==> src/rtl/vc_arbiter_pkg.sv <==
// Shared constants for the VC-to-destination weighted round-robin arbiter.
// Holds VC indices, destination field geometry and default weights.
package vc_arbiter_pkg;

    localparam int DEST_W = 2;

    localparam int VC0 = 0;
    localparam int VC1 = 1;

    // Destination field sits in the top DEST_W bits of a word:
    // [DATA_WIDTH-DEST_HI_OFS : DATA_WIDTH-DEST_LO_OFS]
    localparam int DEST_HI_OFS = 1;
    localparam int DEST_LO_OFS = 2;

    localparam int WEIGHT_VC0_DEF = 2;
    localparam int WEIGHT_VC1_DEF = 1;

    function automatic int max_i(int a, int b);
        return (a > b) ? a : b;
    endfunction

endpackage

==> src/rtl/vc_arbiter_if.sv <==
// Bundle between the VC FIFOs, the destination FIFOs and the arbiter.
// slave: arbiter view (reads flags/data, drives pops/pushes/idle).
// master: environment view (FIFOs and control FSM side).
import vc_arbiter_pkg::*;

interface vc_arbiter_if #(
    parameter int DATA_WIDTH = 6,
    parameter int NUM_VC     = 2,
    parameter int NUM_DEST   = 4
);
    logic                         enable;
    logic [NUM_VC-1:0]            vc_empty;
    logic [DEST_W*NUM_VC-1:0]     vc_head_dest;
    logic [DATA_WIDTH*NUM_VC-1:0] vc_data;
    logic [NUM_VC-1:0]            vc_pop;
    logic [NUM_DEST-1:0]          dest_almost_full;
    logic [NUM_DEST-1:0]          dest_push;
    logic [DATA_WIDTH-1:0]        dest_data;
    logic                         idle;

    modport slave (
        input  enable, vc_empty, vc_head_dest, vc_data,
        input  dest_almost_full,
        output vc_pop, dest_push, dest_data, idle
    );

    modport master (
        output enable, vc_empty, vc_head_dest, vc_data,
        output dest_almost_full,
        input  vc_pop, dest_push, dest_data, idle
    );
endinterface

==> src/rtl/vc_arb_pick.sv <==
// Combinational eligibility and weighted round-robin pick between two VCs.
// In: enable, empties, head dests, almost-full, cur/credit. Out: grant, next state.
import vc_arbiter_pkg::*;

module vc_arb_pick #(
    parameter int NUM_VC     = 2,
    parameter int NUM_DEST   = 4,
    parameter int WEIGHT_VC0 = WEIGHT_VC0_DEF,
    parameter int WEIGHT_VC1 = WEIGHT_VC1_DEF,
    parameter int CREDIT_W   = 2
) (
    input  logic                     enable,
    input  logic [NUM_VC-1:0]        vc_empty,
    input  logic [DEST_W*NUM_VC-1:0] vc_head_dest,
    input  logic [NUM_DEST-1:0]      dest_almost_full,
    input  logic                     cur,
    input  logic [CREDIT_W-1:0]      credit,
    output logic [NUM_VC-1:0]        grant_vec,
    output logic                     next_cur,
    output logic [CREDIT_W-1:0]      next_credit
);
    localparam logic [CREDIT_W-1:0] W0  = CREDIT_W'(WEIGHT_VC0);
    localparam logic [CREDIT_W-1:0] W1  = CREDIT_W'(WEIGHT_VC1);
    localparam logic [CREDIT_W-1:0] ONE = CREDIT_W'(1);

    logic [NUM_VC-1:0]   elig;
    logic                oth;
    logic [CREDIT_W-1:0] w_cur;
    logic                quota;
    logic                stay;
    logic                swap;

    always_comb begin
        for (int i = 0; i < NUM_VC; i++) begin
            elig[i] = enable && !vc_empty[i]
                && !dest_almost_full[vc_head_dest[DEST_W*i +: DEST_W]];
        end
    end

    always_comb begin
        oth   = ~cur;
        w_cur = cur ? W1 : W0;
        // credit 0 only exists out of reset: no run has started, so the
        // reset value of cur must not claim the first contended grant.
        quota = (credit != '0) && (credit < w_cur);
        stay  = elig[cur] && (quota || !elig[oth]);
        swap  = !stay && elig[oth];

        grant_vec   = '0;
        next_cur    = cur;
        next_credit = credit;
        unique case (1'b1)
            stay: begin
                grant_vec[cur] = 1'b1;
                next_credit    = (credit < w_cur) ? credit + ONE : ONE;
            end
            swap: begin
                grant_vec[oth] = 1'b1;
                next_cur       = oth;
                next_credit    = ONE;
            end
            default: ;
        endcase
    end
endmodule

==> src/rtl/vc_arbiter.sv <==
// Weighted round-robin drain of two VC FIFOs into four destination FIFOs.
// Ports: clk, reset_L (async, active-low), bus (vc_arbiter_if.slave).
import vc_arbiter_pkg::*;

module vc_arbiter #(
    parameter int DATA_WIDTH = 6,
    parameter int NUM_VC     = 2,
    parameter int NUM_DEST   = 4,
    parameter int WEIGHT_VC0 = WEIGHT_VC0_DEF,
    parameter int WEIGHT_VC1 = WEIGHT_VC1_DEF
) (
    input  logic        clk,
    input  logic        reset_L,
    vc_arbiter_if.slave bus
);
    localparam int CREDIT_W = $clog2(max_i(WEIGHT_VC0, WEIGHT_VC1) + 1);

    logic                  cur_q, cur_d;
    logic [CREDIT_W-1:0]   credit_q, credit_d;
    logic                  push_pending_q, push_pending_d;
    logic [NUM_DEST-1:0]   dest_push_q, dest_push_d;
    logic                  vc_sel_q, vc_sel_d;
    logic [DATA_WIDTH-1:0] data_q, data_d;

    logic [NUM_VC-1:0]     grant_vec;
    logic                  next_cur;
    logic [CREDIT_W-1:0]   next_credit;
    logic                  any_gnt;
    logic                  gnt_idx;
    logic [DATA_WIDTH-1:0] dest_data_c;
    logic [DEST_W-1:0]     head_dest [NUM_VC];
    logic [DATA_WIDTH-1:0] vc_word   [NUM_VC];

    always_comb begin
        for (int i = 0; i < NUM_VC; i++) begin
            head_dest[i] = bus.vc_head_dest[DEST_W*i +: DEST_W];
            vc_word[i]   = bus.vc_data[DATA_WIDTH*i +: DATA_WIDTH];
        end
    end

    vc_arb_pick #(
        .NUM_VC     (NUM_VC),
        .NUM_DEST   (NUM_DEST),
        .WEIGHT_VC0 (WEIGHT_VC0),
        .WEIGHT_VC1 (WEIGHT_VC1),
        .CREDIT_W   (CREDIT_W)
    ) u_pick (
        .enable           (bus.enable),
        .vc_empty         (bus.vc_empty),
        .vc_head_dest     (bus.vc_head_dest),
        .dest_almost_full (bus.dest_almost_full),
        .cur              (cur_q),
        .credit           (credit_q),
        .grant_vec        (grant_vec),
        .next_cur         (next_cur),
        .next_credit      (next_credit)
    );

    assign any_gnt = |grant_vec;
    assign gnt_idx = grant_vec[VC1];

    always_comb begin
        cur_d          = next_cur;
        credit_d       = next_credit;
        push_pending_d = any_gnt;
        vc_sel_d       = any_gnt ? gnt_idx : vc_sel_q;
        dest_push_d    = '0;
        if (any_gnt) begin
            dest_push_d[head_dest[gnt_idx]] = 1'b1;
        end
        // FIFO read data arrives the cycle after the pop, so the data
        // path is a live mux during the push and a held copy otherwise.
        dest_data_c = push_pending_q ? vc_word[vc_sel_q] : data_q;
        data_d      = dest_data_c;
    end

    always_ff @(posedge clk or negedge reset_L) begin
        if (!reset_L) begin
            cur_q          <= 1'b1;
            credit_q       <= '0;
            push_pending_q <= 1'b0;
            dest_push_q    <= '0;
            vc_sel_q       <= 1'b0;
            data_q         <= '0;
        end else begin
            cur_q          <= cur_d;
            credit_q       <= credit_d;
            push_pending_q <= push_pending_d;
            dest_push_q    <= dest_push_d;
            vc_sel_q       <= vc_sel_d;
            data_q         <= data_d;
        end
    end

    assign bus.vc_pop    = grant_vec & {NUM_VC{reset_L}};
    assign bus.dest_push = dest_push_q;
    assign bus.dest_data = dest_data_c;
    assign bus.idle      = (&bus.vc_empty) && !push_pending_q;
endmodule
==> src/flat_wrapper.sv <==
// flat-port wrapper written by rule: the top's interface ports become plain ports
module vc_arbiter_flat 
#(
    parameter int DATA_WIDTH = 6,
    parameter int NUM_VC     = 2,
    parameter int NUM_DEST   = 4,
    parameter int WEIGHT_VC0 = WEIGHT_VC0_DEF,
    parameter int WEIGHT_VC1 = WEIGHT_VC1_DEF
)
  (clk, reset_L, bus_enable, bus_vc_empty, bus_vc_head_dest, bus_vc_data, bus_dest_almost_full, bus_vc_pop, bus_dest_push, bus_dest_data, bus_idle);
  vc_arbiter_if #(.DATA_WIDTH(DATA_WIDTH), .NUM_VC(NUM_VC), .NUM_DEST(NUM_DEST)) bus_i ();
  input  logic clk;
  input  logic reset_L;
  input wire logic [$bits(bus_i.enable)-1:0] bus_enable;
  input wire logic [$bits(bus_i.vc_empty)-1:0] bus_vc_empty;
  input wire logic [$bits(bus_i.vc_head_dest)-1:0] bus_vc_head_dest;
  input wire logic [$bits(bus_i.vc_data)-1:0] bus_vc_data;
  input wire logic [$bits(bus_i.dest_almost_full)-1:0] bus_dest_almost_full;
  output wire logic [$bits(bus_i.vc_pop)-1:0] bus_vc_pop;
  output wire logic [$bits(bus_i.dest_push)-1:0] bus_dest_push;
  output wire logic [$bits(bus_i.dest_data)-1:0] bus_dest_data;
  output wire logic [$bits(bus_i.idle)-1:0] bus_idle;
  assign bus_i.enable = bus_enable;
  assign bus_i.vc_empty = bus_vc_empty;
  assign bus_i.vc_head_dest = bus_vc_head_dest;
  assign bus_i.vc_data = bus_vc_data;
  assign bus_i.dest_almost_full = bus_dest_almost_full;
  assign bus_vc_pop = bus_i.vc_pop;
  assign bus_dest_push = bus_i.dest_push;
  assign bus_dest_data = bus_i.dest_data;
  assign bus_idle = bus_i.idle;
  vc_arbiter #(.DATA_WIDTH(DATA_WIDTH), .NUM_VC(NUM_VC), .NUM_DEST(NUM_DEST), .WEIGHT_VC0(WEIGHT_VC0), .WEIGHT_VC1(WEIGHT_VC1)) u_core (.clk(clk), .reset_L(reset_L), .bus(bus_i));
endmodule
==> config.mk <==
export PLATFORM = sky130hd
export DESIGN_NAME = vc_arbiter_flat
export DESIGN_NICKNAME = d
export VERILOG_FILES = /design/src/rtl/vc_arbiter_pkg.sv /design/src/rtl/vc_arbiter_if.sv /design/src/rtl/vc_arb_pick.sv /design/src/rtl/vc_arbiter.sv /design/src/flat_wrapper.sv
export SDC_FILE = /design/constraint.sdc
export NUM_CORES = 1
export LEC_CHECK = 0
export ABC_AREA = 1
export CAP_MARGIN = 5
export CORE_MARGIN = 2
export CORE_UTILIZATION = 46
export DETAILED_ROUTE_END_ITERATION = 6
export GPL_ROUTABILITY_DRIVEN = 1
export GPL_TIMING_DRIVEN = 0
export PLACE_DENSITY = 0.84
export SLEW_MARGIN = 10
export SYNTH_ARGS = -nofsm -noshare
export SYNTH_HDL_FRONTEND = slang
export SYNTH_HIERARCHICAL = 1
export SYNTH_SLANG_ARGS = --single-unit
==> constraint.sdc <==
create_clock -name clk -period 2.8 [get_ports clk]
set_input_delay 0.42 -clock clk [delete_from_list [all_inputs] [get_ports clk]]
set_output_delay 0.42 -clock clk [all_outputs]
set_load 0.01 [all_outputs]
==> impl_metrics.ini, run 1 <==
[run_status]
outcome = finished, final reports clean

[synth]
syn_area_sq_um = 967
seq_area_frac_synth_pct = 38.9
post_synth_most_frequent_cells = sky130_fd_sc_hd__nand2_1, sky130_fd_sc_hd__inv_1, sky130_fd_sc_hd__dfrtp_1
ys_ff_latch = 15
yosysTopAreaCell = sky130_fd_sc_hd__dfrtp_1
postSynth.asyncResetShare_pct = 100
syn_nets = 169
synth_ff_type = sky130_fd_sc_hd__dfrtp_1
synth-edff-count = 0
ys_top_cells_by_area = sky130_fd_sc_hd__dfrtp_1, sky130_fd_sc_hd__nand2_1, sky130_fd_sc_hd__inv_1
synth_area_per_cell_sq_um = 6.81
post_synth_num_cell_types = 17
yosysWarningCount = 6
synthMostInstantiatedCell = sky130_fd_sc_hd__nand2_1
netlist_instances = 142
netlist.area_leader.share_pct = 36.2

[clocking]
cts.reportedPaths.clkPinSlew_ps = 80
number_of_clock_buffers_inserted_by_tritoncts = 3
depth_of_the_cts_h_tree = 1
clock_sink_total = 15
cts_root_buffer_type = sky130_fd_sc_hd__clkbuf_4
buffers_from_clock_root_to_sink_at_most = 2
tritoncts_clock_tree = yes
clkLatencyLatePin_ps = 270

[die]
die_height_um = 49.9
die-area_sq_um = 2490
initial_utilization_pct = 48.8
rows = 16
io_pins = 38
core_sq_um = 1980
chip_width_um = 49.9

[cells_and_area]
fin_util_pct = 70.8
antenna_cells = 0
finish.net_count = 212
final_layout_size_suffix_gt1_share_pct = 13.0
seq_area_sq_um = 377
multiInputGateArea_sq_um = 468
instances_no_fill = 211
syn2layout_area_growth_pct = 45.1
filler_cell_count = 159

[sta]
finalClockSkew_ps = 3.46
max_freq_mhz = 386
slack_of_the_critical_path_ps = 208
timing_hold_violations_final = 0
final-setup-viol-count = 0
max-slew-margin-rel_pct = 53.0
actual_transition_at_the_worst_max_transition_pin_ps = 703
post-route-min-period_ps = 2590
final.hold.worst_slack_ps = 481
post_route_fraction_of_the_period_consumed_by_the_critical_path_pct = 92.6
final_max_slew_viol_count = 0
rsz0062_at_grt = no

[drt]
wl_mm = 2.27
drt_first_iter_violations = 19
top_signal_layer_used = met4
route.detailed.wl_per_inst_um = 10.8
detailed_route_drc_error_count = 0
met3RoutedLength_um = 150
detailroute.wirelength.met2_mm = 1.17
overall_via_count_from_detail_route = 996
antenna_left = 0
routedLengthMet1_um = 927
detail_route.first_pass.iterations = 4
post_drt_via_cell_ratio = 4.72

[pwr]
power-per-cell-area_nw_per_um2 = 956
netSwitchingPower_uw = 577
power.internal_uw = 765
switching_share_pct = 43.0
power.ir.vdd_worst_mv = 0.508
power_frac_clock_pct = 8.8
power.sequential.fraction_pct = 27.8
total_leakage_power_uw = 0.000780
combinationalPowerShare_pct = 63.4

[placement]
pre_cts_setup_slack_ps = -165
post-dp-hpwl_mm = 1.83
place_inst = 206
io_buffer_count = 37
routabilityCongestion = 0.852

[grt]
first_global_vias = 975
grt_start_max_net_pins = 18
grt_first_pass_wirelength_mm = 3.77
total_overflow_reported_by_the_global_router = 0
antenna_found_initial = 0
track_usage_pct = 19.7

[run]
cap_violations = 0

[critical_path]
timing.critical_path.arrival_ps = 2170
critical_path_required_ps = 2380
startpoint_types = input pin
critical_path.endpoint_type = output port
critPathMaxFanout = 5
critPathKind = input pin to output port

[hold_path]
hold_path.class = flip-flop to flip-flop
registers in the layout, summed over array words and instances (netlist names):
| signal | flops |
|---|---|
| u_core/bus.dest_push | 4 |
| u_core/credit_q | 2 |
| u_core/cur_q | 1 |
| u_core/data_q | 6 |
| u_core/push_pending_q | 1 |
| u_core/vc_sel_q | 1 |
metrics by stage:
step	cell area (sq um)	power (uW)	TNS, ps
floorplan	967	887	0
global placement	1370	1190	-122
detailed placement	1370	1220	-270
CTS	1400	1360	0
global route	1400	1470	0
finish	1400	1340	0
critical path: stages:
cell and delay (ps):
sky130_fd_sc_hd__clkdlybuf4s50_1 530, sky130_fd_sc_hd__inv_1 70, sky130_fd_sc_hd__nand3_2 70, sky130_fd_sc_hd__nand3_2 80, sky130_fd_sc_hd__nand2_1 140, sky130_fd_sc_hd__nand3_2 150
sky130_fd_sc_hd__nand2_4 120, sky130_fd_sc_hd__nand3b_1 80, sky130_fd_sc_hd__nand2_1 110, sky130_fd_sc_hd__nand2_1 70, sky130_fd_sc_hd__inv_1 70, sky130_fd_sc_hd__dlygate4sd2_1 260
path summary, 6_finish.rpt:
path / startpoint / cells after the start / slack [ps] / end
max: bus_vc_head_dest[1] / 12 / 210 / bus_vc_pop[0]
min: u_core/data_q[1] / 2 / 480 / u_core/data_q[1]
max reg2reg: u_core/cur_q / 12 / 940 / u_core/bus.dest_push[3]
min reg2reg: u_core/data_q[1] / 2 / 480 / u_core/data_q[1]
max in group asynchronous: reset_L / 1 / 1790 / u_core/data_q[1]
min in group asynchronous: reset_L / 1 / 560 / u_core/bus.dest_push[3]
layer usage:
metal,vias to the layer above,track usage (%)
met3,2,2.73
li1,507,-
met2,46,38.0
met5,-,0
met4,0,10.6
met1,441,19.9
cell usage in the layout, fill, tap and decap left out, drive strengths merged:
master,Yosys,layout
buf,1,2
a21oi,1,1
inv,32,32
dfrtp,14,14
o21ai,3,3
nand3,17,17
nand2,60,60
ha,2,2
nand3b,2,2
nand4,1,1
nor2,8,8
dfstp,1,1
clkbuf,0,4
dlygate4sd2,0,3
clkdlybuf4s50,0,34
kinds of logic after synthesis:
group / Yosys count / share of synthesized area [%]
AO/OA/AOI/OAI: 4 / 3.23
adder cells (fa/ha/maj): 2 / 2.59
buffers and inverters: 33 / 12.9
flip-flops: 15 / 38.9
AND/OR/NAND/NOR: 88 / 42.3
area by class of cell:
cell class / instances / area share, %
timing repair buffer: 38 / 26.6
clock buffer: 4 / 1.87
buffer: 1 / 0.357
sequential: 15 / 26.8
multi-input combinational: 94 / 33.3
tap: 27 / 2.41
inverter: 32 / 8.56
power by group through the flow:
stage | combinational (uW) | sequential (uW) | clock [uW]
final | 851 | 373 | 119
after global routing | 950 | 386 | 137
after CTS | 858 | 372 | 124
after detailed placement | 835 | 389 | 0
after global placement | 801 | 384 | 0
after floorplan | 497 | 390 | 0
what timing repair did:
action                     in CTS  in global routing
hold endpoints to repair        0                  0
hold buffers                    0                  0
resized for setup               5                  0
setup endpoints to repair       2                  0
setup buffers                   1                  0
(Power assumes the default switching activity.)
==> run 2: changes to the inputs <==
--- a/config.mk
+++ b/config.mk
@@ -7,7 +7,6 @@
 export LEC_CHECK = 0
 export ABC_AREA = 1
 export CAP_MARGIN = 5
-export CORE_MARGIN = 2
 export CORE_UTILIZATION = 46
 export DETAILED_ROUTE_END_ITERATION = 6
 export GPL_ROUTABILITY_DRIVEN = 1
==> run 2 against run 1 <==
Cell count is the same. Largest cell class unchanged. Via count shrank 1.9%. Critical path depth grew 1. Clock power grew 5%. Utilization grew 0.79 points. Register-to-register slack lost 50 ps. Largest power group unchanged. Sequential share of layout area is essentially flat. First-iteration DRC count shrank 32%. Clock skew grew 0.59 ps.
==> impl_metrics.ini, run 2 (synthesis results as in run 1) <==
[cells_and_area]
final_layout_size_suffix_gt1_share_pct = 13.6
layout_commonest_cell = sky130_fd_sc_hd__nand2_1
leading_cell_types_in_the_layout_fill_and_taps_excluded = sky130_fd_sc_hd__nand2_1, sky130_fd_sc_hd__clkdlybuf4s50_1, sky130_fd_sc_hd__inv_1, sky130_fd_sc_hd__dfrtp_1, sky130_fd_sc_hd__nand3_1
antenna_cells = 0
max_flop_register = u_core/data_q
syn2layout_area_growth_pct = 45.3
largest_register_ffs = 6
instances_no_fill = 211
finish.net_count = 212

[grt]
antenna_found_initial = 0
first_global_vias = 804
total_overflow_reported_by_the_global_router = 0
grt_first_pass_wirelength_mm = 3.22
track_usage_pct = 20.2
grt_start_max_net_pins = 18

[die]
io_pins = 38
chip_width_um = 47.9
rows = 16
die-area_sq_um = 2290
core_sq_um = 1960
initial_utilization_pct = 49.3
die_height_um = 47.9

[critical_path]
startpoint_types = input pin
worst_path_max_delay_cell = sky130_fd_sc_hd__clkdlybuf4s50_1
critPathMaxFanout = 5
crit_path_max_incr_delay_ps = 470
critical_path_required_ps = 2380
worstPathBufferInverterCount = 4
rrSetupSlack_ps = 890
critPathKind = input pin to output port
path_delay_family = buffers and inverters
critical_path.endpoint_type = output port
worst_path_most_repeated_cell = sky130_fd_sc_hd__nand2_1
critical_path.cell_chain = clkdlybuf4s50_1, inv_1, nand2_1, nand3b_1, nand3_2, nand2_1, nand3_2, nand2_4, nand2_2, nand2_2, nand2_1, inv_1, dlygate4sd2_1
timing.critical_path.arrival_ps = 2160

[placement]
place_inst = 206
routabilityCongestion = 0.834
post-dp-hpwl_mm = 1.86
io_buffer_count = 37

[run_status]
outcome = finished, final reports clean

[sta]
final-setup-viol-count = 0
final.hold.worst_slack_ps = 486
finalClockSkew_ps = 4.05
rsz0062_at_grt = no
actual_transition_at_the_worst_max_transition_pin_ps = 746
max-slew-margin-rel_pct = 50.1
setup_total_negative_slack_ps = 0
final_max_slew_viol_count = 0
post_route_fraction_of_the_period_consumed_by_the_critical_path_pct = 92.3
timing_hold_violations_final = 0
post-route-min-period_ps = 2580
max_freq_mhz = 387

[drt]
wl_mm = 2.22
detailed_route_drc_error_count = 0
post_drt_via_cell_ratio = 4.63
drt_first_iter_violations = 13
antenna_left = 0
detail_route.first_pass.iterations = 4
overall_via_count_from_detail_route = 977
route.detailed.wl_per_inst_um = 10.5

[clocking]
cts.reportedPaths.clkPinSlew_ps = 90
tritoncts_clock_tree = yes
cts_root_buffer_type = sky130_fd_sc_hd__clkbuf_4
clkLatencyLatePin_ps = 280
depth_of_the_cts_h_tree = 1
clock_sink_total = 15
buffers_from_clock_root_to_sink_at_most = 2
number_of_clock_buffers_inserted_by_tritoncts = 3

[run]
cap_violations = 0

[hold_path]
hold_path.class = flip-flop to flip-flop

[pwr]
power.ir.vdd_worst_mv = 0.457
post-layout-total-power_uw = 1350
power-per-cell-area_nw_per_um2 = 961
total_leakage_power_uw = 0.000783
[run 2: cell types whose count changed in the layout (fill, tap and decap cells not counted), sizes merged]
cell	previous run	this run
clkbuf	4	3
clkinv	0	1
[run 2: power by group]
| group | total, uW | leakage, uW | switching [uW] | internal, uW |
|---|---|---|---|---|
| Sequential | 372 | 0.000186 | 46.5 | 325 |
| Clock | 125 | 0.0000177 | 72.2 | 53.0 |
| Combinational | 853 | 0.000580 | 470 | 383 |
[run 2: area by class of cell]
| class | instances | area (sq um) |
|---|---|---|
| plain buffers | 1 | 5.00 |
| clock buffers | 3 | 22.5 |
| clock inverters | 1 | 5.00 |
| fillers | 162 | 557 |
| inverters | 32 | 120 |
| multi-input cells | 94 | 468 |
| flip-flops and latches | 15 | 377 |
| well taps | 27 | 33.8 |
| repair buffers | 38 | 374 |
[run 2: layer usage]
metal | vias to the layer above | GRT usage, % | wire [um] | share of wire [%]
met5 | - | 0 | 0 | 0
met4 | 0 | 6.67 | 19 | 0.86
met3 | 2 | 4.53 | 183 | 8.2
met2 | 43 | 37.8 | 1120 | 50
met1 | 425 | 22.4 | 899 | 40
li1 | 507 | - | - | -
[run 2: stage by stage]
stage / setup slack (ps) / utilization (%) / cell area (sq um)
after global placement: -72.0 / 69.9 / 1370
final: 216 / 71.6 / 1410
after global routing: 87.5 / 71.6 / 1410
after CTS: 225 / 71.6 / 1410
after detailed placement: -105 / 69.9 / 1370
after floorplan: 826 / - / 967
[run 2: what timing repair did]
action / 4_1_cts / 5_1_grt
hold buffers: 0 / 0
endpoints found under the setup margin: 2 / 0
gates resized for setup: 5 / 0
buffers inserted: 1 / 0
[run 2: worst register-to-register path, stage by stage (launching register included)]
cell and delay (ps):
sky130_fd_sc_hd__dfstp_2 550, sky130_fd_sc_hd__ha_1 270, sky130_fd_sc_hd__a21oi_4 200, sky130_fd_sc_hd__nand2_2 70, sky130_fd_sc_hd__nand3_2 120, sky130_fd_sc_hd__nand2_4 80, sky130_fd_sc_hd__nand2_2 80, sky130_fd_sc_hd__nand2_2 90
sky130_fd_sc_hd__inv_2 120, sky130_fd_sc_hd__nand2_2 70, sky130_fd_sc_hd__nand2_1 60, sky130_fd_sc_hd__nand2_1 70, sky130_fd_sc_hd__nor2_1 90
[run 2: path summary, 6_finish.rpt]
| check | to | startpoint | depth (start not counted) |
|---|---|---|---|
| worst max-delay path | bus_vc_pop[1] | bus_vc_head_dest[2] | 13 |
| worst min-delay path | u_core/data_q[2] | u_core/data_q[2] | 2 |
| worst max register to register | u_core/bus.dest_push[2] | u_core/cur_q | 12 |
| worst min register to register | u_core/data_q[2] | u_core/data_q[2] | 2 |
| max in group asynchronous | u_core/credit_q[0] | reset_L | 1 |
| min in group asynchronous | u_core/push_pending_q | reset_L | 1 |
